File: src/rtl/cv32e40p_pkg.sv
// Core-wide constants: ALU operator width and operator encodings.
// Only the ALU subset needed by the EX-stage fault-tolerant logic.
package cv32e40p_pkg;

  localparam int ALU_OP_WIDTH = 7;

  typedef enum logic [ALU_OP_WIDTH-1:0] {
    ALU_ADD   = 7'b0011000,
    ALU_SUB   = 7'b0011001,
    ALU_ADDU  = 7'b0011010,
    ALU_SUBU  = 7'b0011011,
    ALU_ADDR  = 7'b0011100,
    ALU_SUBR  = 7'b0011101,
    ALU_ADDUR = 7'b0011110,
    ALU_SUBUR = 7'b0011111,
    ALU_XOR   = 7'b0101111,
    ALU_OR    = 7'b0101110,
    ALU_AND   = 7'b0010101,
    ALU_SRA   = 7'b0100100,
    ALU_SRL   = 7'b0100101,
    ALU_ROR   = 7'b0100110,
    ALU_SLL   = 7'b0100111,
    ALU_BEXT  = 7'b0101000,
    ALU_BEXTU = 7'b0101001,
    ALU_BINS  = 7'b0101010,
    ALU_BCLR  = 7'b0101011,
    ALU_BSET  = 7'b0101100,
    ALU_BREV  = 7'b1001001,
    ALU_FF1   = 7'b0110110,
    ALU_FL1   = 7'b0110111,
    ALU_CNT   = 7'b0110100,
    ALU_CLB   = 7'b0110101,
    ALU_EXTS  = 7'b0111110,
    ALU_EXT   = 7'b0111111,
    ALU_LTS   = 7'b0000000,
    ALU_LTU   = 7'b0000001,
    ALU_LES   = 7'b0000100,
    ALU_LEU   = 7'b0000101,
    ALU_GTS   = 7'b0001000,
    ALU_GTU   = 7'b0001001,
    ALU_GES   = 7'b0001010,
    ALU_GEU   = 7'b0001011,
    ALU_EQ    = 7'b0001100,
    ALU_NE    = 7'b0001101,
    ALU_SLTS  = 7'b0000010,
    ALU_SLTU  = 7'b0000011,
    ALU_SLETS = 7'b0000110,
    ALU_SLETU = 7'b0000111,
    ALU_ABS   = 7'b0010100,
    ALU_CLIP  = 7'b0010110,
    ALU_CLIPU = 7'b0010111,
    ALU_INS   = 7'b0101101,
    ALU_MIN   = 7'b0010000,
    ALU_MINU  = 7'b0010010,
    ALU_MAX   = 7'b0010001,
    ALU_MAXU  = 7'b0010011,
    ALU_DIVU  = 7'b0110000,
    ALU_DIV   = 7'b0110001,
    ALU_REMU  = 7'b0110010,
    ALU_REM   = 7'b0110011,
    ALU_SHUF  = 7'b0111010,
    ALU_SHUF2 = 7'b0111011,
    ALU_PCKLO = 7'b0111000,
    ALU_PCKHI = 7'b0111001
  } alu_opcode_e;

endpackage

File: src/rtl/cv32e40p_alu_sel_ft_if.sv
// Bundle between the EX stage and the fault-aware ALU selector.
// master = EX stage side, slave = selector side.
interface cv32e40p_alu_sel_ft_if;
  import cv32e40p_pkg::*;

  logic                    alu_enable_i;
  logic [ALU_OP_WIDTH-1:0] alu_operator_i;
  logic                    ex_ready_i;
  logic [3:0][8:0]         permanent_faulty_alu_i;
  logic [3:0]              alu_sel_o;
  logic [1:0]              vote_mode_o;
  logic [8:0]              degraded_o;
  logic [3:0]              clock_en_o;
  logic                    fault_event_o;
  logic                    fatal_err_o;

  modport master (
    output alu_enable_i, alu_operator_i, ex_ready_i,
    output permanent_faulty_alu_i,
    input  alu_sel_o, vote_mode_o, degraded_o,
    input  clock_en_o, fault_event_o, fatal_err_o
  );

  modport slave (
    input  alu_enable_i, alu_operator_i, ex_ready_i,
    input  permanent_faulty_alu_i,
    output alu_sel_o, vote_mode_o, degraded_o,
    output clock_en_o, fault_event_o, fatal_err_o
  );

endinterface

File: src/rtl/cv32e40p_alu_sel_ft.sv
// Fault-aware ALU selector for the quad-redundant EX-stage ALU cluster.
// Optional FT_ALU_ROTATE_EN: wear-levelling rotation of the spare ALU.
module cv32e40p_alu_sel_ft
  import cv32e40p_pkg::*;
(
  input logic clk,
  input logic rst_n,
  cv32e40p_alu_sel_ft_if.slave bus
);

  logic [3:0][8:0] snap;
  logic [3:0]      cls;
  logic            cls_vld;
  logic [8:0][3:0] hmap;
  logic [8:0][2:0] cnt;
  logic [8:0]      degraded;
  logic [3:0]      h;
  logic [2:0]      n;
  logic [3:0]      full;
  logic [3:0]      sel;
  logic [1:0]      mode;
  logic [3:0]      ce;
  logic            new_fault;
  logic            fault_event;
  logic            fatal;

  always_comb begin
    cls     = 4'd0;
    cls_vld = 1'b1;
    case (bus.alu_operator_i)
      ALU_ADD, ALU_SUB, ALU_ADDU, ALU_SUBU,
      ALU_ADDR, ALU_SUBR, ALU_ADDUR, ALU_SUBUR,
      ALU_SRA, ALU_SRL, ALU_ROR, ALU_SLL:
        cls = 4'd0;
      ALU_XOR, ALU_OR, ALU_AND:
        cls = 4'd1;
      ALU_BEXT, ALU_BEXTU, ALU_BINS,
      ALU_BCLR, ALU_BSET, ALU_BREV:
        cls = 4'd2;
      ALU_FF1, ALU_FL1, ALU_CNT, ALU_CLB:
        cls = 4'd3;
      ALU_EXTS, ALU_EXT, ALU_SHUF, ALU_SHUF2,
      ALU_PCKLO, ALU_PCKHI, ALU_INS:
        cls = 4'd4;
      ALU_LTS, ALU_LTU, ALU_LES, ALU_LEU,
      ALU_GTS, ALU_GTU, ALU_GES, ALU_GEU,
      ALU_EQ, ALU_NE, ALU_SLTS, ALU_SLTU,
      ALU_SLETS, ALU_SLETU:
        cls = 4'd5;
      ALU_ABS, ALU_CLIP, ALU_CLIPU:
        cls = 4'd6;
      ALU_MIN, ALU_MINU, ALU_MAX, ALU_MAXU:
        cls = 4'd7;
      ALU_DIVU, ALU_DIV, ALU_REMU, ALU_REM:
        cls = 4'd8;
      default:
        cls_vld = 1'b0;
    endcase
  end

  // Healthy-ALU masks and counts for every class.
  always_comb begin
    hmap     = '0;
    cnt      = '0;
    degraded = '0;
    for (int c = 0; c < 9; c++) begin
      for (int i = 0; i < 4; i++) begin
        hmap[c][i] = ~snap[i][c];
        cnt[c]     = cnt[c] + {2'b00, ~snap[i][c]};
      end
      degraded[c] = (cnt[c] < 3'd3);
    end
  end

  always_comb begin
    h = '0;
    n = '0;
    for (int c = 0; c < 9; c++) begin
      if (cls == 4'(c)) begin
        h = hmap[c];
        n = cnt[c];
      end
    end
  end

`ifdef FT_ALU_ROTATE_EN
  logic [1:0] ptr;

  assign full = ~(4'b0001 << ptr);

  always_ff @(posedge clk or negedge rst_n) begin
    if (!rst_n) begin
      ptr <= '0;
    end else if (bus.alu_enable_i && bus.ex_ready_i &&
                 cls_vld && n == 3'd4) begin
      ptr <= ptr + 2'd1;
    end
  end
`else
  assign full = 4'b0111;
`endif

  // Gated by rst_n so an asserted reset blanks the selection at once.
  always_comb begin
    sel  = '0;
    mode = 2'b00;
    if (bus.alu_enable_i && rst_n) begin
      if (!cls_vld) begin
        sel  = 4'b0111;
        mode = 2'b11;
      end else begin
        case (n)
          3'd4:    begin sel = full; mode = 2'b11; end
          3'd3:    begin sel = h;    mode = 2'b11; end
          3'd2:    begin sel = h;    mode = 2'b10; end
          3'd1:    begin sel = h;    mode = 2'b01; end
          default: begin sel = '0;   mode = 2'b00; end
        endcase
      end
    end
  end

  always_comb begin
    ce = '0;
    for (int i = 0; i < 4; i++) begin
      ce[i] = ~&snap[i];
    end
  end

  assign new_fault = |(bus.permanent_faulty_alu_i & ~snap);

  always_ff @(posedge clk or negedge rst_n) begin
    if (!rst_n) begin
      snap        <= '0;
      fault_event <= 1'b0;
      fatal       <= 1'b0;
    end else begin
      if (bus.ex_ready_i) begin
        snap <= snap | bus.permanent_faulty_alu_i;
      end
      fault_event <= bus.ex_ready_i & new_fault;
      if (bus.alu_enable_i && cls_vld && n == 3'd0) begin
        fatal <= 1'b1;
      end
    end
  end

  assign bus.alu_sel_o     = sel;
  assign bus.vote_mode_o   = mode;
  assign bus.degraded_o    = degraded;
  assign bus.clock_en_o    = ce;
  assign bus.fault_event_o = fault_event;
  assign bus.fatal_err_o   = fatal;

endmodule

File: src/flat_wrapper.sv
// flat-port wrapper written by rule: the top's interface ports become plain ports
module cv32e40p_alu_sel_ft_flat import cv32e40p_pkg::*;
  (clk, rst_n, bus_alu_enable_i, bus_alu_operator_i, bus_ex_ready_i, bus_permanent_faulty_alu_i, bus_alu_sel_o, bus_vote_mode_o, bus_degraded_o, bus_clock_en_o, bus_fault_event_o, bus_fatal_err_o);
  cv32e40p_alu_sel_ft_if bus_i ();
  input logic clk;
  input logic rst_n;
  input wire logic [$bits(bus_i.alu_enable_i)-1:0] bus_alu_enable_i;
  input wire logic [$bits(bus_i.alu_operator_i)-1:0] bus_alu_operator_i;
  input wire logic [$bits(bus_i.ex_ready_i)-1:0] bus_ex_ready_i;
  input wire logic [$bits(bus_i.permanent_faulty_alu_i)-1:0] bus_permanent_faulty_alu_i;
  output wire logic [$bits(bus_i.alu_sel_o)-1:0] bus_alu_sel_o;
  output wire logic [$bits(bus_i.vote_mode_o)-1:0] bus_vote_mode_o;
  output wire logic [$bits(bus_i.degraded_o)-1:0] bus_degraded_o;
  output wire logic [$bits(bus_i.clock_en_o)-1:0] bus_clock_en_o;
  output wire logic [$bits(bus_i.fault_event_o)-1:0] bus_fault_event_o;
  output wire logic [$bits(bus_i.fatal_err_o)-1:0] bus_fatal_err_o;
  assign bus_i.alu_enable_i = bus_alu_enable_i;
  assign bus_i.alu_operator_i = bus_alu_operator_i;
  assign bus_i.ex_ready_i = bus_ex_ready_i;
  assign bus_i.permanent_faulty_alu_i = bus_permanent_faulty_alu_i;
  assign bus_alu_sel_o = bus_i.alu_sel_o;
  assign bus_vote_mode_o = bus_i.vote_mode_o;
  assign bus_degraded_o = bus_i.degraded_o;
  assign bus_clock_en_o = bus_i.clock_en_o;
  assign bus_fault_event_o = bus_i.fault_event_o;
  assign bus_fatal_err_o = bus_i.fatal_err_o;
  cv32e40p_alu_sel_ft u_core (.clk(clk), .rst_n(rst_n), .bus(bus_i));
endmodule
File: config.mk
export PLATFORM = sky130hd
export DESIGN_NAME = cv32e40p_alu_sel_ft_flat
export DESIGN_NICKNAME = d
export VERILOG_FILES = /design/src/rtl/cv32e40p_pkg.sv /design/src/rtl/cv32e40p_alu_sel_ft_if.sv /design/src/rtl/cv32e40p_alu_sel_ft.sv /design/src/flat_wrapper.sv
export SDC_FILE = /design/constraint.sdc
export NUM_CORES = 1
export LEC_CHECK = 0
export CORE_MARGIN = 5
export CORE_UTILIZATION = 51
export DETAILED_ROUTE_END_ITERATION = 8
export GPL_TIMING_DRIVEN = 0
export PLACE_DENSITY = 0.82
export SYNTH_ARGS = -nofsm -noshare
export SYNTH_HDL_FRONTEND = slang
export SYNTH_SLANG_ARGS = --single-unit
File: constraint.sdc
create_clock -name clk -period 3.77 [get_ports clk]
set_clock_uncertainty 0.05 [all_clocks]
set_input_delay 0.754 -clock clk [delete_from_list [all_inputs] [get_ports clk]]
set_output_delay 0.754 -clock clk [all_outputs]
set_load 0.02 [all_outputs]
Word level (Yosys, flattened, before mapping)
Index checks and enable logic that the tools add are counted.

cells by class
  $add $sub $neg = 27
  magnitude comparators = 9
  eq/ne operators = 68
  muxes and demuxes = 26
  bitwise gates (word level) = 40
  reductions and logical operators = 26

operator list
  kind                  number
  $eq A7 B6 Y1 const B  26
  $eq A7 B5 Y1 const B  16
  $reduce_or A57 Y1     1
  $add A3 B1 Y3         18
  $mux W4               11
  $eq A7 B4 Y1 const B  6
  $and A36 B36 Y36      1
  $not A1 Y1            36
  $not A36 Y36          1
  $or A36 B36 Y36       1
  $reduce_and A9 Y1     4
  $reduce_or A36 Y1     1
  $pmux W4 S8           1
  $eq A7 B3 Y1 const B  4
  $lt A3 B2 Y1 const B  9
  $mux W3               9
  $add A1 B1 Y2         9
  $eq A4 B3 Y1 const B  4
  $eq A7 B2 Y1 const B  2
  $reduce_or A14 Y1     1
  $reduce_or A4 Y1      3
  $reduce_or A3 Y1      3
  $eq A4 B2 Y1 const B  2
  $pmux W4 S2           1
  other kinds (19)      26

storage, ports and cells
  flip-flop bits (word level) = 38
  input bits = 47

Longest topological paths before layout
  word-level depth = 18
  mapped depth = 10
  mapped depth without buffers = 10

Least setup slack after synthesis
No wires, ideal clock.

  path type = input-to-output
  start = input port bus_alu_operator_i[3]
  end = output port bus_alu_sel_o[0]
  data arrival time = 2855 ps
  data required time = 2966 ps
  slack = 111 ps
  stages = 9
  buffers on the path = 1
  cells stage by stage = buf_4 > and4bb_4 > o2bb2ai_4 > a221o_1 > a21oi_2 > o21ai_1 > a211o_1 > or3_1 > a21oi_1

between the ends
  word-level cells in the longest chain between the ends = 18

RTL lines
  item                                          RTL line                    source
  from (decl)                                   flat_wrapper.sv:8           input wire logic [$bits(bus_i.alu_operator_i)-1:0] bus_alu_operator_i;
  $eq A7 B1 Y1 (tied with other cells)          cv32e40p_alu_sel_ft.sv:30   case (bus.alu_operator_i)
  $reduce_or A14 Y1 (tied with other cells)     --
  $pmux W4 S8                                   cv32e40p_alu_sel_ft.sv:30
  $logic_not A4 Y1                              cv32e40p_alu_sel_ft.sv:79   if (cls == 4'(c)) begin
  $mux W3 (9 in series)                         cv32e40p_alu_sel_ft.sv:79
  $eq A3 B2 Y1 or $eq A3 B1 Y1 (tied branches)  cv32e40p_alu_sel_ft.sv:112  case (n)
  $reduce_or A3 Y1 (no line)                    --
  $pmux W4 S2                                   cv32e40p_alu_sel_ft.sv:112
  $mux W4 (*)                                   cv32e40p_alu_sel_ft.sv:108  if (!cls_vld) begin
  $mux W4 (*)                                   cv32e40p_alu_sel_ft.sv:107  if (bus.alu_enable_i && rst_n) begin
  to (decl)                                     flat_wrapper.sv:11          output wire logic [$bits(bus_i.alu_sel_o)-1:0] bus_alu_sel_o;

Every way passes the cells marked *; elsewhere a longest branch is shown, timed or not.

Worst setup path in the final report
  start = input port bus_alu_operator_i[0]
  end = output port bus_alu_sel_o[0]

Same word-level chain as after synthesis.

==> impl_results.md <==
- Kind of end point of the critical path: primary output
- Share of the synthesized area in the top cell type: 0.313
- Net count after synthesis: 440
- Share of layout cells above drive strength 1: 0.308
- Vertical extent of the die: 87.2 um
- Sequential-to-total area share from yosys stat: 0.313
- Result of the run: finished, violations left
- Violated checks: negative setup slack
- Critical Path Max Stage Delay: 0.38 ns
- Final core utilization: 0.790
- Core Footprint: 0.00585 mm^2
- Maximum clock insertion buffer count: 2
- DIE WIDTH: 87.2 um
- First-pass iteration count of the detailed router: 5
- Mapped cell area: 0.00304 mm^2
- Share of the clock period used by the worst path after layout: 1.02
- Final weighted congestion in routability-driven placement: 1.00
- DRC: 0
- Critical path data arrival time: 3.04 ns
- Max-slew violation total from the final report: 0
- Most frequent standard cell in the layout excluding fill and tap cells: nand2_1
- Fin. Hold Viols: 0
- Unrepaired setup endpoints after global routing: yes
- Clock transition time at the flip-flop clock pins of the worst setup and hold paths: 0.08 ns
- Required time at the endpoint of the critical path: 2.97 ns
- Static leakage: 2.13 nW
- Count of inserted antenna diode cells: 0
- Number of levels the H-tree was split into: 2
- Relative slew margins: 0.559
- Global route total overflow: 0
- Worst Setup Path Type: in -> out
- Port buffer count: 64
- Maximum clock rate: 260 MHz
- CTS root buffer: clkbuf_8
- Initial core utilization: 0.519
- TritonCTS clock tree: done
- Number of buffers inserted by hold repair at cts: 0
- #FFs+latches synth: 38
- Maximum number of pins on one net before global-route repair: 40
- Number of clock sinks seen by CTS: 38
- Main synth FF type: dfrtp_1
- Minimum clock period after layout: 3.85 ns
- CP startpoint kind: primary input
- Cell area power density: 193 mW/mm^2
- Final layout net count: 564
- Worst-case vdd ir drop: 0.188 mV
- Setup Slack @ Placement: -1.30 ns
- Clock latency reported for the late side of the worst-skew pair: 0.29 ns
- Fin worst setup slack: -0.0762 ns
- Fillers: 404
- Number of antenna violations at the first check in global routing: 0
- Synth async-reset ratio: 1.00
- Final setup vio count: 6
- Final wirelength: 12.1 mm
- Clock buffers created by TritonCTS: 5
- Maximum capacitance violations: 0
- Most frequent cells in the layout: nand2_1, buf_4, clkdlybuf4s50_1
- Critical Path, Cell by Cell: clkdlybuf4s15_1 -> and3b_2 -> o2bb2ai_4 -> buf_6 -> buf_4 -> or2b_1 -> o2111ai_2 -> a221oi_4 -> nor3b_4 -> or3_1 -> a21oi_2 -> buf_6
- Half-perimeter wire length of the detailed placement result: 8.48 mm
- Post-synthesis cell count: 366
- Ratio of routed vias to standard cells: 6.29
- Tightest Pin Transition: 0.661 ns
- Worst-path maximum fanout: 4
- Number of global-route vias before repair: 3,594
- Core Rows: 28
- Wire length of the first global-routing pass: 18.6 mm
- Cell type contributing the most total cell area after synthesis: dfrtp_1
- Syn avg cell area: 8.30 um^2
- Remaining antenna violation count: 0
- Most frequent cell on the critical path: buf_6
- Library cell contributing the largest single delay on the critical path: or3_1
- Post-DR wirelength/cell: 21.5 um
- Number of library cell types mapped by synthesis: 55
- Synth Warn #: 0
- Leading post-synthesis cells by cell area: dfrtp_1, nand2_1, ha_1
- Growth of design area from synthesis to finish: 52.1%
- Post-synth EDFFs: 0
- Die Footprint: 0.00760 mm^2
- Reg2reg setup slack: 1.11 ns
- Detailed router's first-iteration violation count: 508
- Tot GR Track Use: 0.325
- Type of the most critical hold path: in -> async
- Count of vias placed by the detailed router: 3,555
- IO Count: 68
## where the power goes
| part | switching, W | leakage [nW] | internal (W) | total, W |
|---|---|---|---|---|
| clock network | 0.000150 | 0.0362 | 0.000126 | 0.000276 |
| registers | 0.0000000122 | 0.338 | 0.000407 | 0.000407 |
| logic | 0.000109 | 1.75 | 0.000101 | 0.000210 |
## cells by family after synthesis
| group | count (synthesis) | share of synthesized area |
|---|---|---|
| fa+ha+maj | 27 | 0.133 |
| simple gates | 157 | 0.253 |
| compound gates | 92 | 0.227 |
| buf+inv | 52 | 0.0738 |
| flops | 38 | 0.313 |
## synth_stat cells, types with 4 or more instances
cell and instances:
nand2_1 89, inv_1 40, dfrtp_1 38, a21oi_1 21, ha_1 18, nand3_1 13, nor2_1 11, o21ai_0 10
a221oi_1 9, fa_1 9, nand4_1 9, a22o_1 8, a22oi_1 8, nor2b_1 5, o221ai_1 5, and3_1 4
o22ai_1 4, or4_1 4
## metrics by stage
| stage | std cells | instance area [um^2] | setup TNS, ns | hold WS, ns | total power (W) |
|---|---|---|---|---|---|
| 4_1_cts | 558 | 4480 | -0.00118 | 0.426 | 0.000875 |
| 5_1_grt | 565 | 4620 | -0.944 | 0.456 | 0.000924 |
| 3_5_place_dp | 505 | 3770 | -7.54 | 0.409 | 0.000580 |
| 2_1_floorplan | 366 | 3040 | 0 | 0.404 | 0.000492 |
| 6_report | 565 | 4620 | -0.345 | 0.415 | 0.000893 |
| 3_3_place_gp | 505 | 3770 | -7.18 | 0.407 | 0.000578 |
## layer usage
metal,routed length (um),track usage
met1,4650,0.414
met2,5500,0.525
met3,1250,0.0549
met4,751,0.180
met5,0,0
## flip-flops by register name, indices dropped and copies added, names as in the netlist
| signal | count |
|---|---|
| u_core.bus.fault_event_o | 1 |
| u_core.bus.fatal_err_o | 1 |
| u_core.snap | 36 |
## final cells by class
class	instances	area, um^2	area share
Inverter	40	150	0.0325
Buffer	11	83.8	0.0181
Multi-Input combinational cell	276	2230	0.483
Clock inverter	2	15.0	0.00325
Sequential cell	38	951	0.206
Timing Repair Buffer	118	1030	0.222
Tap cell	75	93.8	0.0203
Clock buffer	5	68.8	0.0149
## timing repair
item,4_1_cts,5_1_grt
pin swaps,31,12
setup buffers,47,7
gates resized for setup,115,22
endpoints found under the setup margin,6,6
## path summary, 6_finish.rpt
kind	startpoint	endpoint	depth (start not counted)
max reg2reg	u_core.snap[5]$_DFFE_PN0P_	u_core.bus.fatal_err_o$_DFFE_PN0P_	10
max	bus_alu_operator_i[0]	bus_alu_sel_o[0]	12
min in group clk	u_core.bus.fatal_err_o$_DFFE_PN0P_	u_core.bus.fatal_err_o$_DFFE_PN0P_	1
max in group asynchronous	rst_n	u_core.snap[0]$_DFFE_PN0P_	1
min	rst_n	u_core.snap[21]$_DFFE_PN0P_	1
min reg2reg	u_core.bus.fatal_err_o$_DFFE_PN0P_	u_core.bus.fatal_err_o$_DFFE_PN0P_	1
## critical path: cells and delay by family
family / cells / cell delay, ns
AOI/OAI and AO/OA: 4 / 0.76
buffers and inverters: 4 / 0.61
and+or+nand+nor: 4 / 0.91
(Power assumes the default switching activity.)
